==> src/rtl/onehot_sequencer_if.sv <==
// ---------------------------------------------------------------------------
// onehot_sequencer_if
//   Bundles the control inputs and the LED/display outputs of the one-hot
//   sequencer. clk and rst stay plain ports on the design.
//
//   master : switch/button side (drives enable/load/idx_in/run/dir, reads outputs)
//   slave  : the sequencer itself
//
//   enable  : 0 forces IDLE (LEDs dark)
//   load    : 1-cycle strobe, capture idx_in as current position
//   idx_in  : position to load (0..7)
//   run     : level, 1 = step automatically, 0 = hold
//   dir     : 0 = step up, 1 = step down
//   led_out : one-hot LED pattern, 8'h00 when not valid
//   cur_idx : current position, for the 7-segment path
//   valid   : 1 in HOLD/RUN, 0 in IDLE
// ---------------------------------------------------------------------------
interface onehot_sequencer_if;
    logic       enable;
    logic       load;
    logic [2:0] idx_in;
    logic       run;
    logic       dir;
    logic [7:0] led_out;
    logic [2:0] cur_idx;
    logic       valid;

    modport master (
        output enable, load, idx_in, run, dir,
        input  led_out, cur_idx, valid
    );

    modport slave (
        input  enable, load, idx_in, run, dir,
        output led_out, cur_idx, valid
    );
endinterface

==> src/rtl/onehot_sequencer.sv <==
// ---------------------------------------------------------------------------
// onehot_sequencer
//   Inverse of the board's 8->3 priority encoder: turns a 3-bit position into
//   an 8-bit one-hot LED pattern. In RUN the lit position steps up or down once
//   every TICK_DIV clocks, wrapping 7<->0. cur_idx/valid feed the 7-segment
//   path so the displayed digit tracks the lit LED.
//
//   Parameters
//     TICK_DIV : clk cycles per step in RUN (>= 2)
//     CNT_W    : prescaler width, 2**CNT_W >= TICK_DIV
//
//   Ports
//     clk : system clock, all state on the rising edge
//     rst : synchronous reset, active-high, highest priority
//     bus : onehot_sequencer_if.slave (controls in, LED/display out)
//
//   All outputs are registered; they are loaded from the next-state values so
//   an input sampled on edge N is visible right after edge N.
// ---------------------------------------------------------------------------
module onehot_sequencer #(
    parameter int TICK_DIV = 5000000,
    parameter int CNT_W    = 23
) (
    input  logic                  clk,
    input  logic                  rst,
    onehot_sequencer_if.slave     bus
);

    typedef enum logic [1:0] {
        IDLE = 2'd0,
        HOLD = 2'd1,
        RUN  = 2'd2
    } state_t;

    localparam logic [CNT_W-1:0] TICK_LAST = CNT_W'(TICK_DIV - 1);

    state_t           state_q, state_d;
    logic [2:0]       pos_q,   pos_d;
    logic [CNT_W-1:0] pre_q,   pre_d;
    logic [7:0]       led_q;
    logic             valid_q;
    logic             valid_d;

    // -----------------------------------------------------------------------
    // Next-state. enable=0 overrides everything except reset; position is
    // retained across IDLE so re-enabling without a load would be harmless,
    // but leaving IDLE always requires a load.
    // -----------------------------------------------------------------------
    always_comb begin
        state_d = state_q;
        pos_d   = pos_q;
        pre_d   = pre_q;

        if (!bus.enable) begin
            state_d = IDLE;
            pre_d   = '0;
        end else begin
            case (state_q)
                IDLE: begin
                    if (bus.load) begin
                        state_d = HOLD;
                        pos_d   = bus.idx_in;
                        pre_d   = '0;
                    end
                end

                HOLD: begin
                    // load and run may land on the same edge; both apply.
                    if (bus.load)
                        pos_d = bus.idx_in;
                    if (bus.run) begin
                        state_d = RUN;
                        pre_d   = '0;
                    end
                end

                RUN: begin
                    if (!bus.run) begin
                        state_d = HOLD;
                        pre_d   = '0;
                        if (bus.load)
                            pos_d = bus.idx_in;
                    end else if (bus.load) begin
                        // A load restarts the interval and suppresses a
                        // coincident tick.
                        pos_d = bus.idx_in;
                        pre_d = '0;
                    end else if (pre_q == TICK_LAST) begin
                        // 3-bit arithmetic gives the 7<->0 wrap for free.
                        pos_d = bus.dir ? (pos_q - 3'd1) : (pos_q + 3'd1);
                        pre_d = '0;
                    end else begin
                        pre_d = pre_q + 1'b1;
                    end
                end

                default: begin
                    state_d = IDLE;
                    pre_d   = '0;
                end
            endcase
        end
    end

    assign valid_d = (state_d != IDLE);

    // -----------------------------------------------------------------------
    // State and registered outputs. Outputs are derived from next-state so
    // they align with the state they describe; led_q can only ever hold a
    // single set bit or zero.
    // -----------------------------------------------------------------------
    always_ff @(posedge clk) begin
        if (rst) begin
            state_q <= IDLE;
            pos_q   <= 3'd0;
            pre_q   <= '0;
            led_q   <= 8'h00;
            valid_q <= 1'b0;
        end else begin
            state_q <= state_d;
            pos_q   <= pos_d;
            pre_q   <= pre_d;
            led_q   <= valid_d ? (8'b1 << pos_d) : 8'h00;
            valid_q <= valid_d;
        end
    end

    assign bus.led_out = led_q;
    assign bus.cur_idx = pos_q;
    assign bus.valid   = valid_q;

endmodule

==> src/flat_wrapper.sv <==
// flat-port wrapper written by rule: the top's interface ports become plain ports
module onehot_sequencer_flat 
#(
    parameter int TICK_DIV = 5000000,
    parameter int CNT_W    = 23
)
  (clk, rst, bus_enable, bus_load, bus_idx_in, bus_run, bus_dir, bus_led_out, bus_cur_idx, bus_valid);
  onehot_sequencer_if bus_i ();
  input  logic clk;
  input  logic rst;
  input wire logic [$bits(bus_i.enable)-1:0] bus_enable;
  input wire logic [$bits(bus_i.load)-1:0] bus_load;
  input wire logic [$bits(bus_i.idx_in)-1:0] bus_idx_in;
  input wire logic [$bits(bus_i.run)-1:0] bus_run;
  input wire logic [$bits(bus_i.dir)-1:0] bus_dir;
  output wire logic [$bits(bus_i.led_out)-1:0] bus_led_out;
  output wire logic [$bits(bus_i.cur_idx)-1:0] bus_cur_idx;
  output wire logic [$bits(bus_i.valid)-1:0] bus_valid;
  assign bus_i.enable = bus_enable;
  assign bus_i.load = bus_load;
  assign bus_i.idx_in = bus_idx_in;
  assign bus_i.run = bus_run;
  assign bus_i.dir = bus_dir;
  assign bus_led_out = bus_i.led_out;
  assign bus_cur_idx = bus_i.cur_idx;
  assign bus_valid = bus_i.valid;
  onehot_sequencer #(.TICK_DIV(TICK_DIV), .CNT_W(CNT_W)) u_core (.clk(clk), .rst(rst), .bus(bus_i));
endmodule
==> config.mk <==
export PLATFORM = sky130hd
export DESIGN_NAME = onehot_sequencer_flat
export DESIGN_NICKNAME = d
export VERILOG_FILES = /design/src/rtl/onehot_sequencer_if.sv /design/src/rtl/onehot_sequencer.sv /design/src/flat_wrapper.sv
export SDC_FILE = /design/constraint.sdc
export NUM_CORES = 1
export LEC_CHECK = 0
export ABC_AREA = 0
export ABC_CLOCK_PERIOD_IN_PS = 2110
export BUFFER_PORTS_ARGS = -buffer_cell sky130_fd_sc_hd__buf_2
export CELL_PAD_IN_SITES_DETAIL_PLACEMENT = 1
export CELL_PAD_IN_SITES_GLOBAL_PLACEMENT = 2
export CORE_ASPECT_RATIO = 0.75
export CORE_MARGIN = 2
export CORE_UTILIZATION = 32
export DETAILED_ROUTE_END_ITERATION = 16
export GPL_TIMING_DRIVEN = 0
export PLACE_DENSITY_LB_ADDON = 0.15
export SLEW_MARGIN = 40
export SYNTH_ARGS = -nofsm -noshare
export SYNTH_HDL_FRONTEND = slang
export SYNTH_SLANG_ARGS = --single-unit
==> constraint.sdc <==
create_clock -name clk -period 2.11 [get_ports clk]
set_clock_uncertainty 0.15 [all_clocks]
set_input_delay 0.1055 -clock clk [delete_from_list [all_inputs] [get_ports clk]]
set_output_delay 0.1055 -clock clk [all_outputs]
set_load 0.1 [all_outputs]
==> load_flow_metrics.sql <==
INSERT INTO impl_metrics (metric_group, metric, value, unit) VALUES
('drt', 'post-route-drc-count', '0', ''),
('cts', 'cts_inserted_buffers', '5', ''),
('worst_setup_path', 'crit_fanout', '4', ''),
('placement', 'post-place-ws', '-0.533', 'ns'),
('synth', 'largest_family_of_logic_cells_by_synthesized_area', 'simple AND/OR/NAND/NOR gates', ''),
('synth', 'ys_top_cells_by_area', 'dfxtp_1 (38%), nor2_1 (5.4%), xor2_1 (5.0%)', ''),
('floorplan', 'fp.coreArea', '5860', 'sq um'),
('floorplan', 'design.die.area', '6720', 'sq um'),
('floorplan', 'fp.dieH', '71.5', 'um'),
('synth', 'synthXorXnorAreaFrac', '7.21', '%'),
('worst_setup_path', 'critical_path_required', '2.16', 'ns'),
('power_and_ir_drop', 'clock_power_share', '45.5', '%'),
('cts', 'tritoncts', 'yes', ''),
('synth', 'synth-compound-area-share', '16.6', '%'),
('synth', 'synth.avg_cell_area', '8.72', 'sq um'),
('sta', 'final_max_slew_viol_count', '0', ''),
('power_and_ir_drop', 'power_per_cell_area', '634', 'nW/um^2'),
('sta', 'rsz0062_at_grt', 'yes', ''),
('layout', 'syn2layout_area_growth', '35.8', '%'),
('sta', 'setup-violations-final', '7', ''),
('sta', 'timing.final.crit_period', '2.15', 'ns'),
('synth', 'mux_contribution_to_synthesized_area', '0.515', '%'),
('power_and_ir_drop', 'netSwitchingPower', '0.431', 'mW'),
('layout', 'antenna_cells_inserted', '0', ''),
('hold_path', 'min_to', 'u_core.state_q[1]', ''),
('synth', 'synth_enable_flop_cells', '0', ''),
('power_and_ir_drop', 'switching_share', '25.7', '%'),
('cts', 'cts_max_level', '2', ''),
('sta', 'slew_limit_headroom', '33.1', '%'),
('synth', 'postSynth.asyncResetShare', '0', '%'),
('drt', 'detail_route.iter0.violations', '84', ''),
('global_routing', 'grt_max_degree', '14', ''),
('cts', 'numClockSinks', '37', ''),
('floorplan', 'num_io_pins', '21', ''),
('sta', 'tightestPinTransition', '0.997', 'ns'),
('sta', 'hold_ws', '0.0101', 'ns'),
('synth', 'postSynthRegisterBits', '37', ''),
('hold_path', 'hp-class', 'input pin to register', ''),
('synth', 'synth_simple_gate_area_share', '32.8', '%'),
('placement', 'io_buffer_count', '19', ''),
('synth', 'synth_top_area_cell', 'dfxtp_1', ''),
('synth', 'yosys_synthesis_warning_count', '0', ''),
('sta', 'fmax', '465', 'MHz'),
('worst_setup_path', 'worstSetupStartpointType', 'register', ''),
('placement', 'finalWeightedCongestion', '0.750', ''),
('layout', 'final-instance-count-excl-fill', '345', ''),
('job', 'max_cap_violations', '0', ''),
('synth', 'distinct_cell_type_count_after_synthesis', '52', ''),
('power_and_ir_drop', 'internal_power', '1.24', 'mW'),
('worst_setup_path', 'timing_worst_setup_path_type', 'register to register', ''),
('cts', 'cts_buffer_depth', '2', ''),
('run_status', 'result_of_the_run', 'finished with violations', ''),
('hold_path', 'min_from', 'bus_run', ''),
('floorplan', 'die_w', '94.0', 'um'),
('drt', 'route.antenna.remaining_nets', '0', ''),
('layout', 'nFillCells', '705', ''),
('global_routing', 'grtUsageTotal', '17.6', '%'),
('run_status', 'violations', 'negative setup slack', ''),
('synth', 'most_instantiated_flip_flop_cell_in_the_synthesis_netlist', 'dfxtp_1', ''),
('sta', 'layout_worst_path_cycle_share', '102', '%'),
('layout', 'final_layout_size_suffix_gt1_share', '35.6', '%'),
('power_and_ir_drop', 'vdd.ir_drop.worst', '0.327', 'mV'),
('layout', 'fin_nets', '277', ''),
('worst_setup_path', 'cp-end-kind', 'register', ''),
('drt', 'detailroute.via_count', '1833', ''),
('hold_path', 'holdPathStages', '2', ''),
('placement', 'post-dp-hpwl', '3780', 'um'),
('synth', 'arithmetic_cell_share_of_the_synthesized_area_counting_full_adders_half_adders_and_majority_gates', '1.67', '%'),
('global_routing', 'grt_antenna_before_repair', '0', ''),
('synth', 'syn-num-nets', '234', ''),
('sta', 'setup_slack', '-0.0415', 'ns');
## cell usage after synthesis, types with 3 or more instances
cell type	instances
dfxtp_1	37
nor2_1	28
nand2_1	19
a21oi_1	13
nand3_1	11
xor2_1	11
and3_1	6
nand4_1	6
a211oi_1	5
xnor2_1	5
a311oi_1	4
buf_2	4
nor4_1	4
nor4b_1	4
o21ai_0	4
a31oi_1	3
and2_1	3
and4_2	3
buf_4	3
inv_1	3
nand2b_1	3
nor3_1	3
o31ai_1	3
## cells by family after synthesis
logic type | Yosys count
xor+xnor | 16
buf+inv | 12
flops | 37
fa+ha+maj | 2
compound gates | 44
mux | 1
simple gates | 111
## per-layer routing
layer / track usage [%] / up-vias / routed length [um]
li1: - / 907 / -
met2: 26.0 / 25 / 2460
met1: 26.7 / 897 / 3100
met4: 3.38 / 0 / 38
met5: 0 / - / 0
met3: 3.79 / 4 / 162
## registers in the layout (all words and copies together), names as in the netlist
signal / count
u_core.pre_q: 23
u_core.bus.cur_idx: 3
u_core.bus.valid: 1
u_core.state_q: 2
u_core.bus.led_out: 8
## placed cells by master (no fill, tap or decap), types with 3 or more instances in the layout
| master | count |
|---|---|
| nor2_1 | 27 |
| dfxtp_1 | 25 |
| buf_2 | 21 |
| buf_4 | 18 |
| nand2_1 | 18 |
| a21oi_1 | 11 |
| nand3_1 | 11 |
| xor2_1 | 11 |
| dfxtp_2 | 8 |
| and3_1 | 6 |
| nand4_1 | 6 |
| xnor2_1 | 5 |
| clkbuf_8 | 5 |
| a211oi_1 | 4 |
| a311oi_1 | 4 |
| o21ai_0 | 4 |
| dfxtp_4 | 4 |
| nand2b_1 | 3 |
| inv_1 | 3 |
| and2_1 | 3 |
| buf_6 | 3 |
| a31oi_1 | 3 |
| and4_2 | 3 |
## what timing repair did
action,4_1_cts,5_1_grt
cloned,0,1
hold buffers,1,0
gates resized for setup,22,29
hold endpoints to repair,3,0
buffers inserted,7,8
pin swaps,5,8
endpoints found under the setup margin,34,11
## cell type report
type                    count  area, sq um  area share [%]
plain buffers               9         62.6            2.37
repair buffers             36          229            8.67
clock buffers               5         68.8            2.61
flip-flops and latches     37          766            29.0
multi-input cells         174         1340            50.6
clock inverters             3         68.8            2.61
inverters                   3         11.3           0.427
well taps                  78         97.6            3.70
## power groups by stage
stage	sequential [mW]	clock, mW	combinational (mW)
detailed placement	0.730	0	0.160
global route	0.713	0.811	0.215
floorplan	0.775	0	0.0735
global placement	0.729	0	0.159
finish	0.712	0.762	0.200
CTS	0.714	0.778	0.176
## through the flow
stage            TNS, ns  total power [mW]  area [sq um]
2_1_floorplan  -0.000679             0.849          1950
3_3_place_gp      -11.11             0.889          2140
3_5_place_dp      -10.76             0.890          2150
4_1_cts          -0.0126              1.67          2470
5_1_grt            -1.15              1.74          2640
6_report          -0.129              1.67          2640
## worst max-delay path, stage by stage, from the launching register on
cell,delay [ns]
dfxtp_4,0.38
ha_4,0.15
nand3_4,0.11
nor4_4,0.36
buf_4,0.19
and4_4,0.23
a211oi_4,0.05
buf_4,0.17
nor4_2,0.26
## how the worst max path moves through the flow
| stage | slack [ns] | start | cells after the start | endpoint |
|---|---|---|---|---|
| after floorplan | -0.0007 | u_core.pre_q[0] | 6 | u_core.bus.led_out[1] |
| after global placement | -0.53 | u_core.pre_q[0] | 7 | u_core.pre_q[7] |
| after detailed placement | -0.53 | u_core.pre_q[0] | 7 | u_core.pre_q[3] |
| after CTS | -0.01 | u_core.state_q[0] | 6 | u_core.pre_q[16] |
| after global routing | -0.12 | u_core.pre_q[0] | 8 | u_core.bus.led_out[3] |
| final | -0.04 | u_core.pre_q[1] | 8 | u_core.bus.led_out[6] |
Note: power is estimated with default switching activity, not from simulation.
